**src/rtl/vsm_out_register.sv**
```systemverilog
// Output buffer between the internal data bus and an external ready/valid consumer.
// Words captured from B on LoadOut are queued in a small FIFO and presented at DataOut.
// A capture into a full buffer with no same-cycle pop is dropped and flagged on Overflow.
module vsm_out_register #(
   parameter int unsigned WIDTH = 4,
   parameter int unsigned DEPTH = 4
) (
   input  logic             Clk,
   input  logic             ResetN,
   input  logic [WIDTH-1:0] B,
   input  logic             LoadOut,
   output logic             Full,
   output logic [WIDTH-1:0] DataOut,
   output logic             OutValid,
   input  logic             OutReady,
   output logic             Overflow,
   input  logic             ClrErr
);

   localparam int unsigned AW = $clog2(DEPTH);
   localparam logic [AW:0] CntFull = (AW+1)'(DEPTH);

   logic [WIDTH-1:0] r_mem [DEPTH];
   logic [AW-1:0]    r_wptr;
   logic [AW-1:0]    r_rptr;
   logic [AW:0]      r_count;
   logic             r_overflow;

   logic             w_push;
   logic             w_pop;
   logic             w_drop;
   logic [AW:0]      w_count_d;

   // Handshake decode; a full buffer still accepts a capture when the head leaves this cycle.
   always_comb begin
      w_pop  = OutValid & OutReady;
      w_push = LoadOut & ((r_count < CntFull) | w_pop);
      w_drop = LoadOut & ~w_push;
   end

   // Occupancy next-state: simultaneous push and pop leave the count unchanged.
   always_comb begin
      w_count_d = r_count;
      unique case ({w_push, w_pop})
         2'b10:   w_count_d = r_count + 1'b1;
         2'b01:   w_count_d = r_count - 1'b1;
         default: w_count_d = r_count;
      endcase
   end

   // Pointer, count and sticky overflow state; reset discards everything buffered.
   always_ff @(posedge Clk or negedge ResetN) begin
      if (!ResetN) begin
         r_wptr     <= '0;
         r_rptr     <= '0;
         r_count    <= '0;
         r_overflow <= 1'b0;
      end else begin
         if (w_push) begin
            r_wptr <= r_wptr + AW'(1);
         end
         if (w_pop) begin
            r_rptr <= r_rptr + AW'(1);
         end
         r_count <= w_count_d;
         // A drop in the same cycle as a clear wins.
         if (w_drop) begin
            r_overflow <= 1'b1;
         end else if (ClrErr) begin
            r_overflow <= 1'b0;
         end
      end
   end

   // Entry storage; contents are don't-care after reset since the count gates visibility.
   always_ff @(posedge Clk) begin
      if (w_push) begin
         r_mem[r_wptr] <= B;
      end
   end

   // Status and head word, all derived from registered state.
   always_comb begin
      OutValid = (r_count != '0);
      Full     = (r_count == CntFull);
      Overflow = r_overflow;
      DataOut  = OutValid ? r_mem[r_rptr] : '0;
   end

endmodule

```
**config.mk**
```make
export PLATFORM = sky130hd
export DESIGN_NAME = vsm_out_register
export DESIGN_NICKNAME = d
export VERILOG_FILES = /design/src/rtl/vsm_out_register.sv
export SDC_FILE = /design/constraint.sdc
export NUM_CORES = 1
export LEC_CHECK = 0
export ABC_CLOCK_PERIOD_IN_PS = 5300
export BUFFER_PORTS_ARGS = -buffer_cell sky130_fd_sc_hd__buf_2
export CORE_UTILIZATION = 58
export DETAILED_ROUTE_END_ITERATION = 6
export MAX_ROUTING_LAYER = met4
export PLACE_DENSITY = 0.88
export SLEW_MARGIN = 20
export SYNTH_ARGS = -nofsm -noshare
export SYNTH_HDL_FRONTEND = slang
export SYNTH_SLANG_ARGS = --single-unit
```
**constraint.sdc**
```tcl
create_clock -name Clk -period 5.3 [get_ports Clk]
set_input_delay 1.06 -clock Clk [delete_from_list [all_inputs] [get_ports Clk]]
set_output_delay 1.06 -clock Clk [all_outputs]
set_load 0.02 [all_outputs]
```
==> summary.md <==
| Metric | Value |
|---|---|
| Status | `finished, final reports clean` |
| Core ar. | `1727 um^2` |
| Fmax | `0.3541 GHz` |
| Later-pin clock latency in the skew report | `310 ps` |
| Register area share after synthesis | `0.6311` |
| Setup TNS | `0 ps` |
| Post-Syn Instances | `69` |
| DRT iter0 DRCs | `11` |
| N_diodes | `0` |
| Hold Vio Cnt, Final | `0` |
| Fillers | `129` |
| Die height | `45.12 um` |
| RSZ-0062 raised after global routing | `no` |
| Reg area | `680.7 um^2` |
| IO Count | `16` |
| Root buffer cell | `clkbuf_4` |
| Worst r2r dst | `r_count[2]` |
| WHS Path Cells | `1` |
| Final setup fails | `0` |
| Max Cap Violations | `0` |
| Worst setup EP type | `primary output` |
| Average via count per standard cell | `slightly above 5` |
| RD Place Congestion | `0.7189` |
| Critical Path Fanout Max | `6` |
| I/O Buffers | `15` |
| Clock Skews | `1.645 ps` |
| Clock Sink Count | `24` |
| Share of cells above drive strength 1 | `0.2791` |
| Routed WL | `1526 um` |
| First-pass GRT wire length | `2401 um` |
| Post-Syn Nets | `84` |
| Post-CTS sizing | `0` |
| Placed cell count | `roughly 110` |
| Worst rel slew slack | `0.7661` |
| Final Non-Filler Cells | `between 100 and 150` |
| HPWL Detailed | `between 1000 and 1500 um` |
| Minimum clock period | `2824 ps` |
| Clock transition at path regs | `around 120 ps` |
| Worst ir drop on vdd | `between 0.2 and 0.3 mV` |
| Flop-to-flop setup slack | `3280 ps` |
| Critical R2R Launch | `r_count[0]` |
| Post-CTS setup buffer count | `0` |
| Antenna violations before repair | `0` |
| Hold_buf cts | `0` |
| Pwr dens | `524.2 nW/um^2` |
| Leakage | `0.0005078 uW` |
| Hold EP | `r_count[0]` |
| Largest net degree at the start of global routing | `14` |
| Worst hold path startpoint | `r_count[0]` |
| Clock Path Buffers | `2` |
| Tightest Pin Transition | `350.8 ps` |
| # rows | `15` |
| Synthesis-to-layout area growth | `10.21%` |
| Area leader, netlist | `edfxtp_1` |
| Die X | `45.12 um` |
| Grt ovf | `0` |
| Mapped cell area | `1079 um^2` |
| Area of the multi-input gates | `around 350 um^2` |
| Register-to-Register Path Depth | `8` |
| Vias in the first global route | `between 500 and 600` |
| Unique cell type count in the Yosys netlist | `20` |
| Post-DRT Antenna Nets | `0` |
| Critical Path AT | `1760 ps` |
| Die ar. | `between 2000 and 2500 um^2` |
| Synthesis Warnings | `0` |
| #FFs+latches synth | `24` |
| Fin nets | `between 100 and 150` |
| Most area-consuming cells after synthesis | `edfxtp_1 (45%), dfrtp_1 (19%), mux4_2 (8.4%)` |
| Vias | `approximately 560` |
| Hold WC Path Type | `reg -> reg` |
| WL per Instance | `13.75 um` |
| Synth top area share | `0.4455` |
| Final Cycle Share | `0.5328` |
| Pre-CTS setup slack | `about 2500 ps` |
| DRC viols | `0` |
| Critical path type | `reg -> out` |
| Initial core utilization | `0.6246` |
| Post-layout util | `0.6884` |
| H-tree levels | `1` |
| Critical path startpoint category | `flip-flop` |
| Req. time, crit path | `~4200 ps` |
| TritonCTS clock tree | `built` |
| Setup ws final | `2476 ps` |
| Final slew viol count | `0` |
| CTS Buf Count | `3` |
| Syn Area/Cell | `~16 um^2` |
| Tot GR Track Use | `0.1821` |
| DR pass1 iterations | `4` |
[state kept, by name, summed over array words and instances, names as in the netlist]
signal,count
r_mem,16
r_count,3
r_rptr,2
r_wptr,2
Overflow,1
[cell usage after synthesis (all sizes together)]
library cell  count
edfxtp           16
dfrtp             8
inv               8
and2              6
and3              5
ha                5
mux4              4
xnor2             3
xor2              3
buf               2
nand3             2
fa                1
mux2i             1
nand2b            1
nor2              1
o21ai             1
o22ai             1
or3               1
[layout by cell type, fill, tap and decap left out]
cell      instances
and2_1            4
and2_2            1
and2_4            1
and3_1            5
buf_2            15
clkbuf_4          3
clkinv_1          1
dfrtp_1           8
edfxtp_1         16
fa_1              1
ha_1              5
inv_1             8
mux2i_1           1
mux4_2            4
nand2b_1          1
nand3_1           2
nor2_1            1
o21ai_0           1
o22ai_1           1
or3_1             1
xnor2_1           3
xor2_1            3
[through the flow]
| step | hold slack (ps) | cell area (um^2) | total power, uW |
|---|---|---|---|
| after CTS | 525.5 | 1189 | 627.6 |
| after floorplan | 461.2 | 1079 | 496.5 |
| after global routing | 555.4 | 1189 | 669.5 |
| final | 519.7 | 1189 | 623.1 |
| after global placement | 481.8 | 1162 | 539.3 |
| after detailed placement | 504.6 | 1162 | 551.3 |
[cells by family after synthesis]
group | count (synthesis) | share of synthesized area
mux | 5 | 0.09281
flops | 24 | 0.6311
xor+xnor | 6 | 0.04873
fa+ha+maj | 6 | 0.07657
buf+inv | 10 | 0.04872
simple gates | 16 | 0.09165
compound gates | 2 | 0.01044
[cell type report]
cell class | instances | share of cell area
clock buffers | 3 | 0.01895
clock inverters | 1 | 0.003158
inverters | 8 | 0.02526
multi-input cells | 35 | 0.2905
flip-flops and latches | 24 | 0.5726
well taps | 25 | 0.02632
repair buffers | 15 | 0.06316
[report_power, final]
group          switching [uW]  internal (uW)  total [uW]  leakage [uW]
sequential               41.2            253         294      0.000241
clock                    52.7           27.6        80.2     0.0000154
combinational             130            119         249      0.000251
total                     224            399         623      0.000508
[how the worst max path moves through the flow]
stage	startpoint	end	slack, ps	cells after the start
after floorplan	OutReady	r_count[2]	2770	9
final	r_rptr[0]	DataOut[3]	2480	3
after CTS	r_rptr[0]	DataOut[3]	2460	3
after global routing	r_rptr[0]	DataOut[3]	2400	3
after global placement	OutReady	r_count[2]	2580	10
after detailed placement	OutReady	r_count[2]	2530	10
[layer usage]
layer  global-route usage  vias up  share of wire
met5                    -        -              0
met4              0.09091        0         0.0092
met3              0.03600        2          0.029
met2               0.2290       10           0.44
met1               0.2806      268           0.52
li1                     -      278              -
[worst max-delay path, cell delays in order (launching register included)]
cell and delay [ps]:
dfrtp_1 570, mux4_2 530, and2_2 190, buf_2 150
(Power assumes the default switching activity.)
